`src/rtl/disp_window_mixer.sv`:
```
// rtl/disp_window_mixer.sv - multi-window compositor: hit test, FIFO reads, priority select, border, background
module disp_window_mixer #(
    parameter int N_WIN    = 2,
    parameter int COORD_W  = 11,
    parameter int PIX_W    = 16,
    parameter int BORDER_W = 2
) (
    input  logic                          clk,
    input  logic                          rst_n,
    input  logic                          vsync_i,
    input  logic                          req_valid_i,
    input  logic [COORD_W-1:0]            req_x_i,
    input  logic [COORD_W-1:0]            req_y_i,
    input  logic [N_WIN-1:0]              cfg_en_i,
    input  logic [N_WIN*COORD_W-1:0]      cfg_x_i,
    input  logic [N_WIN*COORD_W-1:0]      cfg_y_i,
    input  logic [N_WIN*COORD_W-1:0]      cfg_w_i,
    input  logic [N_WIN*COORD_W-1:0]      cfg_h_i,
    input  logic [PIX_W-1:0]              bg_color_i,
    input  logic [PIX_W-1:0]              border_color_i,
    output logic [N_WIN-1:0]              win_rd_req_o,
    input  logic [N_WIN*PIX_W-1:0]        win_rd_data_i,
    output logic [PIX_W-1:0]              data_out_o,
    output logic                          data_valid_o,
    output logic [$clog2(N_WIN+1)-1:0]    sel_id_o,
    output logic                          frame_start_o
);

    localparam int                SEL_W  = $clog2(N_WIN + 1);
    localparam logic [SEL_W-1:0]  BG_SEL = SEL_W'(N_WIN);
    localparam logic [COORD_W:0]  BW     = (COORD_W + 1)'(BORDER_W);

    logic                     vsync_q;
    logic [N_WIN-1:0]         sh_en_q;
    logic [N_WIN*COORD_W-1:0] sh_x_q, sh_y_q, sh_w_q, sh_h_q;
    logic                     load;

    logic [N_WIN-1:0]         hit;
    logic [N_WIN-1:0]         border;
    logic [SEL_W-1:0]         win_d, win1_q;
    logic                     bord_d, bord1_q;
    logic                     vld1_q;

    logic [PIX_W-1:0]         fifo_pix;
    logic [PIX_W-1:0]         pix_d;
    logic [PIX_W-1:0]         data_out_q;
    logic                     data_valid_q;
    logic [SEL_W-1:0]         sel_q;

    // Rising edge of vsync opens a new frame; gated so the pulse is low while in reset.
    assign load          = vsync_i & ~vsync_q;
    assign frame_start_o = load & rst_n;

    // Shadow geometry only changes at frame start so a frame is composed from one consistent set.
    always_ff @(posedge clk or negedge rst_n) begin
        if (!rst_n) begin
            vsync_q <= 1'b0;
            sh_en_q <= '0;
            sh_x_q  <= '0;
            sh_y_q  <= '0;
            sh_w_q  <= '0;
            sh_h_q  <= '0;
        end else begin
            vsync_q <= vsync_i;
            if (load) begin
                sh_en_q <= cfg_en_i;
                sh_x_q  <= cfg_x_i;
                sh_y_q  <= cfg_y_i;
                sh_w_q  <= cfg_w_i;
                sh_h_q  <= cfg_h_i;
            end
        end
    end

    // Per-window hit and border test; far edges use one extra bit so windows clip instead of wrapping.
    always_comb begin
        logic [COORD_W:0] x0, y0, x_end, y_end, rx, ry;
        hit    = '0;
        border = '0;
        x0     = '0;
        y0     = '0;
        x_end  = '0;
        y_end  = '0;
        rx     = {1'b0, req_x_i};
        ry     = {1'b0, req_y_i};
        for (int i = 0; i < N_WIN; i++) begin
            x0        = {1'b0, sh_x_q[i*COORD_W +: COORD_W]};
            y0        = {1'b0, sh_y_q[i*COORD_W +: COORD_W]};
            x_end     = x0 + {1'b0, sh_w_q[i*COORD_W +: COORD_W]};
            y_end     = y0 + {1'b0, sh_h_q[i*COORD_W +: COORD_W]};
            hit[i]    = sh_en_q[i] && (rx >= x0) && (rx < x_end) && (ry >= y0) && (ry < y_end);
            border[i] = ((rx - x0) < BW) || ((x_end - rx) <= BW) ||
                        ((ry - y0) < BW) || ((y_end - ry) <= BW);
        end
    end

    // Every covering window is read, hidden or not, so each FIFO drains exactly its own area.
    assign win_rd_req_o = {N_WIN{req_valid_i}} & hit;

    // Lowest-index hit wins; background index when nothing covers the pixel.
    always_comb begin
        win_d  = BG_SEL;
        bord_d = 1'b0;
        for (int i = N_WIN - 1; i >= 0; i--) begin
            if (hit[i]) begin
                win_d  = SEL_W'(i);
                bord_d = border[i];
            end
        end
    end

    // Stage 1 holds the decision while the FIFO word arrives.
    always_ff @(posedge clk or negedge rst_n) begin
        if (!rst_n) begin
            vld1_q  <= 1'b0;
            win1_q  <= '0;
            bord1_q <= 1'b0;
        end else begin
            vld1_q  <= req_valid_i;
            win1_q  <= win_d;
            bord1_q <= bord_d;
        end
    end

    // Pick the winner's FIFO word and apply border/background replacement.
    always_comb begin
        fifo_pix = '0;
        for (int i = 0; i < N_WIN; i++) begin
            if (win1_q == SEL_W'(i)) begin
                fifo_pix = win_rd_data_i[i*PIX_W +: PIX_W];
            end
        end
        if (win1_q == BG_SEL) begin
            pix_d = bg_color_i;
        end else if (bord1_q) begin
            pix_d = border_color_i;
        end else begin
            pix_d = fifo_pix;
        end
    end

    // Stage 2 output registers; pixel and source hold when no request is in flight.
    always_ff @(posedge clk or negedge rst_n) begin
        if (!rst_n) begin
            data_out_q   <= '0;
            data_valid_q <= 1'b0;
            sel_q        <= '0;
        end else begin
            data_valid_q <= vld1_q;
            if (vld1_q) begin
                data_out_q <= pix_d;
                sel_q      <= win1_q;
            end
        end
    end

    assign data_out_o   = data_out_q;
    assign data_valid_o = data_valid_q;
    assign sel_id_o     = sel_q;

endmodule

```
`config.mk`:
```
export PLATFORM = sky130hd
export DESIGN_NAME = disp_window_mixer
export DESIGN_NICKNAME = d
export VERILOG_FILES = /design/src/rtl/disp_window_mixer.sv
export SDC_FILE = /design/constraint.sdc
export NUM_CORES = 1
export LEC_CHECK = 0
export CORE_MARGIN = 2
export CORE_UTILIZATION = 49
export DETAILED_ROUTE_END_ITERATION = 16
export MAX_ROUTING_LAYER = met4
export PLACE_DENSITY = 0.87
export SYNTH_ARGS = -nofsm -noshare
export SYNTH_HDL_FRONTEND = slang
export SYNTH_SLANG_ARGS = --single-unit
```
`constraint.sdc`:
```
create_clock -name clk -period 4.1 [get_ports clk]
set_clock_uncertainty 0.1 [all_clocks]
set_input_delay 0.615 -clock clk [delete_from_list [all_inputs] [get_ports clk]]
set_output_delay 0.615 -clock clk [all_outputs]
set_load 0.05 [all_outputs]
```
==> results.sh, run 1 <==
export IMPL_cts_buffer_depth=2
export IMPL_place_hpwl_um=25880
export IMPL_synth_seq_cells=114
export IMPL_synth_cell_types=70
export IMPL_grt_overflow_total=0
export IMPL_grt_util_all_layers_pct=29.44
export IMPL_worst_pin_slew_ps=898.6
export IMPL_crit_fanout=3
export IMPL_intPower_uw=4523
export IMPL_clock_sinks=114
export IMPL_tns_ps=-1754
export IMPL_routed_via_count=11011
export IMPL_setup_ws_ps=-843.4
export IMPL_p_sw_uw=3121
export IMPL_synth_avg_cell_area_um2=8.405
export IMPL_die_w_um=151.8
export IMPL_p_clk_share_pct=22.1
export IMPL_endpoint_kind="output port"
export IMPL_violations="setup timing"
export IMPL_fin_crit_ps=4943
export IMPL_ys_async_sr_fraction_pct=100.0
export IMPL_cts_tree="yes"
export IMPL_antenna_found_initial=1
export IMPL_syn_inst=1273
export IMPL_globalplace_congestion=1.005
export IMPL_mappedNetlistArea_mm2=0.01070
export IMPL_hold_viol=0
export IMPL_die_area_mm2=0.02303
export IMPL_p_leak_uw=0.006536
export IMPL_setup_violations=3
export IMPL_sw_frac_of_total_pct=40.83
export IMPL_drc=0
export IMPL_combPwrFrac_pct=59.5
export IMPL_fmax_mhz=202.3
export IMPL_cts_root_buffer_cell="clkbuf_16"
export IMPL_place_inst=1834
export IMPL_syn_num_nets=1597
export IMPL_grt_pass1_vias=10597
export IMPL_synth_edf_count=0
export IMPL_final_cell_mix="clkdlybuf4s50_1 (197), ha_1 (126), buf_4 (126), inv_1 (121), dfrtp_1 (114)"
export IMPL_initial_core_util_pct=49.48
export IMPL_grt_max_degree=134
export IMPL_p_per_area_mw_per_mm2=514.2
export IMPL_insertion_delay_ps=430
export IMPL_path_clk_slew_ps=70
export IMPL_synthFlopType="dfrtp_1"
export IMPL_p_total_uw=7644
export IMPL_wire_per_inst_um=18.10
export IMPL_hp_class="in2async"
export IMPL_rsz0062_at_grt="true"
export IMPL_layout_drive_gt1_share_pct=17.86
export IMPL_path_class="reg2out"
export IMPL_status="finished, violations left"
export IMPL_ant_nets=0
export IMPL_fin_cells=1882
export IMPL_io_buffers=201
export IMPL_pin_count=202
export IMPL_holdBufCountCts=0
export IMPL_wl_um=34070
export IMPL_core_mm2=0.02162
export IMPL_htreeDepth=4
export IMPL_layout_commonest_cell="clkdlybuf4s50_1"
export IMPL_ir_drop_uv=359.5
export IMPL_slew_viol_final=0
export IMPL_fillers=1599
export IMPL_finalNetCount=1912
export IMPL_area_growth_pct=38.93
export IMPL_slew_headroom_pct=40.10
export IMPL_cts_inserted_buffers=17
export IMPL_worstPathRequired_ps=3380
export IMPL_pwr_share_seq_pct=18.4
export IMPL_row_count=54
export IMPL_arrival_ps=4230
export IMPL_cap_violations=0
export IMPL_synth_warnings=0
export IMPL_grt_pass1_wl_um=51540
export IMPL_holdWs_ps=305.8
export IMPL_first_iter_violations=821
export IMPL_ys_seq_area_share_pct=26.66
export IMPL_cp_start_kind="flop"
export IMPL_fin_crit_sh_pct=120.6
export IMPL_vias_per_cell=5.851
export IMPL_firstDrtPassIters=6
export IMPL_fp_dieH_um=151.8
==> power by group through the flow <==
stage	combinational (µW)	clock (µW)	sequential, µW
2_1_floorplan	2660	0	1500
3_3_place_gp	3950	0	1410
3_5_place_dp	4100	0	1420
4_1_cts	4260	1700	1410
5_1_grt	4950	1750	1420
6_report	4550	1690	1410
==> Yosys cell counts, drive strengths merged, types with 3 or more instances <==
cell / count / area, µm²
o31a: 3 / 26.28
nor2b: 25 / 156.4
o211ai: 5 / 37.54
a21boi: 13 / 97.59
and2: 3 / 18.77
o31ai: 6 / 50.05
a21oi: 96 / 484.2
nor3b: 5 / 37.54
fa: 12 / 240.2
and3: 4 / 25.02
a2111oi: 11 / 102.6
buf: 4 / 20.02
xnor2: 42 / 367.9
o21a: 21 / 157.7
a31oi: 10 / 68.81
a211oi: 19 / 147.6
o221ai: 3 / 26.28
mux2i: 24 / 240.2
nand2b: 13 / 81.33
nor3: 33 / 165.2
or3: 7 / 43.79
mux2: 54 / 608.1
o2111ai: 8 / 70.07
o21bai: 10 / 75.07
nand2: 93 / 349.1
ha: 132 / 1652
a221oi: 15 / 131.4
nand3: 15 / 75.07
nand4: 18 / 112.6
dfrtp: 114 / 2853
inv: 124 / 465.4
clkbuf: 28 / 105.1
nor2: 107 / 404.1
xor2: 13 / 113.9
or2: 5 / 31.28
o21ai: 124 / 620.6
a21o: 19 / 142.6
o22ai: 3 / 18.77
nor4: 8 / 50.05
==> logic make-up (layout without fill, tap and decap cells) <==
group	Yosys count	in the layout	synth area share [%]
buf+inv	156	484	5.520
flops	114	114	26.66
mux	78	78	7.929
other cells	0	1	0
compound gates	384	384	22.70
simple gates	342	342	15.00
fa+ha+maj	144	144	17.68
xor+xnor	55	55	4.502
==> routing by layer <==
layer	wire length (µm)	vias up	track usage, %
met5	0	-	-
met4	1043	0	11.39
met3	3040	96	5.299
met2	16280	522	49.53
met1	13700	5161	35.20
li1	-	5232	-
==> worst paths after layout <==
kind | start | endpoint | slack, ps | cells after the start
max in group asynchronous | rst_n | data_out_o[4] | 3040 | 2
hold / removal | rst_n | sh_y_q[17] | 310 | 2
setup / recovery | sh_h_q[11] | win_rd_req_o[1] | -840 | 21
setup reg to reg | sh_x_q[11] | bord1_q | -250 | 20
min in group clk | sel_id_o[0] | sel_id_o[0] | 410 | 1
hold reg to reg | sel_id_o[0] | sel_id_o[0] | 410 | 1
==> layout make-up <==
cell class | count | area, µm² | area share [%]
Tap cell | 280 | 350.3 | 2.357
Clock buffer | 17 | 425.4 | 2.862
Clock inverter | 15 | 231.5 | 1.557
Sequential cell | 114 | 2853 | 19.19
Multi-Input combinational cell | 1003 | 7545 | 50.76
Timing Repair Buffer | 328 | 2992 | 20.13
Inverter | 124 | 465.4 | 3.131
Antenna cell | 1 | 2.502 | 0.01683
==> what timing repair did <==
item	CTS	global route
setup endpoints to repair	3	5
buffers inserted	8	7
cloned	0	0
pin swaps	31	18
gates resized for setup	31	27
==> sequential cells by signal, summed over array words and instances (netlist names), 2 cells and up <==
signal      flops
sel_id_o        2
sh_en_q         2
win1_q          2
data_out_o     16
sh_x_q         22
sh_h_q         22
sh_y_q         22
sh_w_q         22
==> per-stage QoR <==
stage               worst slack [ps]  utilization, %  area (µm²)
floorplan                     -113.3               -       10740
global placement              -127.1           64.03       13840
detailed placement            -338.4           64.03       13840
CTS                           -740.2           67.87       14670
global route                  -923.6           68.74       14860
finish                        -843.4           68.75       14860
==> critical path, cell delays in order (launching register included) <==
cell and delay, ps:
dfrtp_1 390, ha_2 200, inv_2 60, fa_2 200, nor2b_1 60, o21ai_2 160
a21boi_2 110, o21ai_2 200, a21oi_2 110, o21ai_2 180, a21boi_2 80, buf_4 130
buf_4 130, a311o_1 380, ha_4 300, o21ai_2 50, nor2_2 110, o32ai_2 110
a221oi_2 270, o211ai_1 250, nor2_4 170, buf_12 150
No activity file was read; power rests on OpenSTA's default activity.
==> inputs of run 2 (changes only) <==
Clock period 4.1 ns to 4.47 ns, I/O delays scaled along.
==> results.sh, run 2 (synthesized netlist as in run 1, its figures left out) <==
export IMPL_rsz0062_at_grt="true"
export IMPL_finalNetCount=1866
export IMPL_grt_util_all_layers_pct=28.92
export IMPL_grt_overflow_total=0
export IMPL_worstPathRequired_ps=3700
export IMPL_arrival_ps=4320
export IMPL_pin_count=202
export IMPL_cts_inserted_buffers=17
export IMPL_cts_tree="yes"
export IMPL_holdBufCountCts=0
export IMPL_endpoint_kind="output port"
export IMPL_hold_viol=0
export IMPL_clock_sinks=114
export IMPL_n_antenna_cell=0
export IMPL_io_buffers=201
export IMPL_wl_um=32850
export IMPL_layout_commonest_cell="clkdlybuf4s50_1"
export IMPL_die_w_um=151.8
export IMPL_insertion_delay_ps=430
export IMPL_path_class="reg2out"
export IMPL_area_growth_pct=35.05
export IMPL_pre_cts_ws_ps=-379.8
export IMPL_initial_core_util_pct=49.48
export IMPL_htreeDepth=4
export IMPL_vias_per_cell=5.872
export IMPL_p_total_uw=6708
export IMPL_slew_viol_final=0
export IMPL_grt_max_degree=83
export IMPL_holdWs_ps=331.4
export IMPL_cap_violations=0
export IMPL_fp_dieH_um=151.8
export IMPL_ir_drop_uv=342.8
export IMPL_cts_buffer_depth=2
export IMPL_ant_nets=0
export IMPL_slew_headroom_pct=34.77
export IMPL_drc=0
export IMPL_status="finished, violations left"
export IMPL_final_core_util_pct=66.83
export IMPL_antenna_found_initial=0
export IMPL_row_count=54
export IMPL_setup_violations=2
export IMPL_cts_root_buffer_cell="clkbuf_16"
export IMPL_core_mm2=0.02162
export IMPL_cp_start_kind="flop"
export IMPL_fmax_mhz=196.5
export IMPL_grt_pass1_wl_um=51190
export IMPL_grt_pass1_vias=10551
export IMPL_p_per_area_mw_per_mm2=464.3
export IMPL_fin_crit_sh_pct=113.8
export IMPL_worst_pin_slew_ps=976.4
export IMPL_p_leak_uw=0.006291
export IMPL_path_clk_slew_ps=60
export IMPL_die_area_mm2=0.02303
export IMPL_final_cell_mix="clkdlybuf4s50_1 (198), ha_1 (126), inv_1 (121), dfrtp_1 (114), nor2_1 (102)"
export IMPL_globalplace_congestion=0.9736
export IMPL_hp_class="in2async"
export IMPL_firstDrtPassIters=6
export IMPL_place_hpwl_um=25140
export IMPL_wire_per_inst_um=17.90
export IMPL_layout_drive_gt1_share_pct=15.18
export IMPL_setup_ws_ps=-617.8
export IMPL_violations="setup timing"
export IMPL_crit_fanout=2
export IMPL_fin_crit_ps=5088
export IMPL_first_iter_violations=734
export IMPL_routed_via_count=10775
run 2: stage by stage:
stage,setup TNS (ps),instances,instance area (µm²)
after floorplan,0,1273,10720
final,-920.0,1835,14450
after detailed placement,-478.3,1786,13460
after global routing,-1426,1835,14450
after global placement,-124.2,1786,13460
after CTS,-910.7,1826,14290
run 2: worst max-delay path: stages (launching register included):
cell	delay, ps
dfrtp_1	370
ha_2	200
inv_2	40
fa_2	340
nor2b_2	150
o21ai_2	80
a21boi_2	180
o21ai_2	90
a21oi_2	210
o21ai_2	100
a21boi_2	210
nor4_2	50
a311o_1	360
ha_4	290
o21ai_2	50
nor2_2	140
o32ai_2	100
a221oi_2	290
o211ai_1	270
nor2_4	190
buf_12	150
run 2: final timing paths:
path / from / endpoint / slack [ps] / depth (start not counted)
min in group clk: data_out_o[13] / data_out_o[13] / 410 / 1
hold reg to reg: data_out_o[13] / data_out_o[13] / 410 / 1
max in group asynchronous: rst_n / sh_h_q[3] / 2700 / 3
setup reg to reg: sh_h_q[11] / bord1_q / 20 / 23
hold / removal: rst_n / sh_h_q[15] / 330 / 2
setup / recovery: sh_h_q[11] / win_rd_req_o[1] / -620 / 20
run 2: per-layer routing:
layer  up-vias  global-route usage, %  share of wire (%)
li1       5145                      -                  -
met1      5081                  34.45                 41
met2       462                  47.82                 47
met3        87                  5.449                8.0
met4         0                  12.78                3.6
met5         -                      -                  0
run 2: report_power, final:
group          total (µW)  leakage, µW  switching [µW]  internal, µW
clock                1500     0.000305             559           941
sequential           1290      0.00136             112          1180
combinational        3920      0.00463            2090          1820
run 2: area by class of cell:
type,instances,area (µm²)
Clock buffer,18,429.2
Tap cell,280,350.3
Sequential cell,114,2853
Clock inverter,14,202.7
Fill cell,1643,7172
Inverter,124,465.4
Timing Repair Buffer,282,2649
Multi-Input combinational cell,1003,7500
run 2: repair_timing:
action / in CTS / in global routing
pin swaps: 35 / 51
resized for setup: 32 / 28
setup endpoints to repair: 3 / 3
setup buffers: 8 / 9
==> inputs of run 3 (changes only) <==
Settings changed: ABC_CLOCK_PERIOD_IN_PS set to 4470, MAX_ROUTING_LAYER met4 to unset.
==> results.sh, run 3 (synthesized netlist as in run 1, its figures left out) <==
export IMPL_status="finished, violations left"
export IMPL_violations="setup timing"
export IMPL_r2r_end="bord1_q"
export IMPL_intPower_uw=3943
export IMPL_slew_headroom_pct=36.06
export IMPL_p_sw_uw=2823
export IMPL_endpoint_kind="output port"
export IMPL_rrSetupSlack_ps=120
export IMPL_layout_commonest_cell="clkdlybuf4s50_1"
export IMPL_rsz0062_at_grt="true"
export IMPL_register_area_mm2=0.002853
export IMPL_fin_area_mm2=0.01456
export IMPL_setup_ws_ps=-577.1
export IMPL_slew_viol_final=0
export IMPL_htreeDepth=4
export IMPL_cp_start_kind="flop"
export IMPL_hold_viol=0
export IMPL_core_mm2=0.02162
export IMPL_drc=0
export IMPL_insertion_delay_ps=440
export IMPL_cap_violations=0
export IMPL_path_class="reg2out"
export IMPL_p_clk_share_pct=21.0
export IMPL_p_leak_uw=0.006324
export IMPL_antenna_found_initial=0
export IMPL_vias_per_cell=5.965
export IMPL_cts_inserted_buffers=17
export IMPL_firstDrtPassIters=8
export IMPL_ant_nets=0
export IMPL_io_buffers=201
export IMPL_finalNetCount=1876
export IMPL_pre_cts_ws_ps=-294.9
export IMPL_cts_buffer_depth=2
export IMPL_worst_r2r_path_depth=20
export IMPL_area_growth_pct=36.09
export IMPL_crit_chain="ha_2 -> inv_2 -> fa_2 -> nor2b_2 -> o21ai_2 -> a21boi_2 -> buf_4 -> buf_4 -> buf_4 -> buf_4 -> nor2_1 -> ha_2 -> buf_4 -> nand3_1 -> a31oi_4 -> a211oi_2 -> nor2_2 -> o32ai_2 -> a221oi_2 -> o211ai_1 -> buf_4 -> nor2_4 -> buf_12"
export IMPL_initial_core_util_pct=49.48
export IMPL_place_hpwl_um=24920
export IMPL_layout_drive_gt1_share_pct=15.78
export IMPL_slowest_delay_ps=380
export IMPL_multi_input_area_mm2=0.007560
export IMPL_grt_overflow_total=0
export IMPL_fin_crit_ps=5047
export IMPL_routed_via_count=11011
export IMPL_holdWs_ps=296.4
export IMPL_cp_common_cell="buf_4"
export IMPL_first_iter_violations=890
export IMPL_combPwrFrac_pct=59.9
export IMPL_cts_root_buffer_cell="clkbuf_16"
export IMPL_worstPathRequired_ps=3700
export IMPL_fp_dieH_um=151.8
export IMPL_grt_util_all_layers_pct=28.27
export IMPL_pwr_share_seq_pct=19.1
export IMPL_p_per_area_mw_per_mm2=464.7
export IMPL_place_area_mm2=0.01339
export IMPL_arrival_ps=4280
export IMPL_globalplace_congestion=0.9873
export IMPL_path_clk_slew_ps=60
export IMPL_fillers=1568
export IMPL_hp_class="in2async"
export IMPL_fmax_mhz=198.1
export IMPL_setup_violations=2
export IMPL_worst_pin_slew_ps=959.2
export IMPL_reg2reg_from="sh_y_q[12]"
export IMPL_pin_count=202
export IMPL_clock_sinks=114
export IMPL_slowest_stage="fa_2"
export IMPL_holdBufCountCts=0
export IMPL_grt_pass1_wl_um=51030
export IMPL_wl_um=33570
export IMPL_die_area_mm2=0.02303
export IMPL_fin_crit_sh_pct=112.9
export IMPL_sw_frac_of_total_pct=41.72
export IMPL_cts_tree="yes"
export IMPL_grt_pass1_vias=10804
export IMPL_row_count=54
export IMPL_final_cell_mix="clkdlybuf4s50_1 (198), ha_1 (126), inv_1 (121), dfrtp_1 (114), nor2_1 (102)"
export IMPL_ir_drop_uv=272.3
export IMPL_crit_fanout=5
export IMPL_wire_per_inst_um=18.19
export IMPL_grt_max_degree=85
export IMPL_die_w_um=151.8
## run 3: cell count changes in the layout (fill, tap and decap cells not counted), moves of 3 or more
cell,change
clkinvlp_4,+4
clkinv_4,-4
nor3_1,-3
buf_4,+7
buf_6,+4
## run 3: per-stage QoR
stage / std cells / util [%] / setup TNS [ps] / power (µW)
after floorplan: 1273 / - / 0 / 3806
after global placement: 1778 / 61.94 / -131.8 / 4677
after detailed placement: 1778 / 61.94 / -415.6 / 4817
after CTS: 1839 / 66.72 / -724.9 / 6543
after global routing: 1845 / 67.33 / -1411 / 7171
final: 1846 / 67.34 / -1010 / 6766
## run 3: how the worst max path moves through the flow
stage | start | end | slack [ps] | depth (start not counted)
after CTS | sh_h_q[11] | win_rd_req_o[1] | -350 | 21
final | sh_y_q[11] | win_rd_req_o[1] | -580 | 23
after detailed placement | sh_h_q[11] | win_rd_req_o[1] | -290 | 20
after global placement | sh_y_q[11] | win_rd_req_o[1] | -130 | 20
after floorplan | sh_y_q[11] | win_rd_req_o[1] | 20 | 19
after global routing | sh_y_q[11] | win_rd_req_o[1] | -770 | 21
## run 3: timing repair
| item | in CTS | in global routing |
|---|---|---|
| gates cloned | 0 | 0 |
| setup endpoints to repair | 3 | 3 |
| hold endpoints to repair | 0 | 0 |
| setup buffers | 35 | 15 |
| resized for setup | 49 | 25 |
| pin swaps | 46 | 44 |
## run 3: critical path, delay by kind of cell (launching register included)
| family | cells | cell delay, ps |
|---|---|---|
| adder cells (fa/ha/maj) | 3 | 900 |
| AND/OR/NAND/NOR | 5 | 610 |
| AO/OA/AOI/OAI | 7 | 1090 |
| flip-flops | 1 | 350 |
| buffers and inverters | 8 | 910 |
## run 3: power by group through the flow
stage | logic (µW) | registers [µW] | clock network (µW)
floorplan | 2430 | 1380 | 0
global placement | 3380 | 1300 | 0
detailed placement | 3510 | 1310 | 0
CTS | 3820 | 1290 | 1430
global route | 4390 | 1310 | 1470
finish | 4050 | 1290 | 1420
## run 3: area by class of cell
class	instances	share of cell area, %
diodes	1	0.01719
clock buffers	19	3.042
clock inverters	13	1.100
inverters	124	3.197
multi-input cells	1003	51.92
flip-flops and latches	114	19.59
well taps	280	2.406
repair buffers	292	18.72
## run 3: layer usage
metal	wire (µm)	up-vias	part of all wire [%]	GRT usage [%]
met1	13110	5169	39	32.20
li1	-	5168	-	-
met5	0	-	0	0
met2	15850	541	47	49.41
met3	3040	133	9.1	7.006
met4	1575	0	4.7	13.80
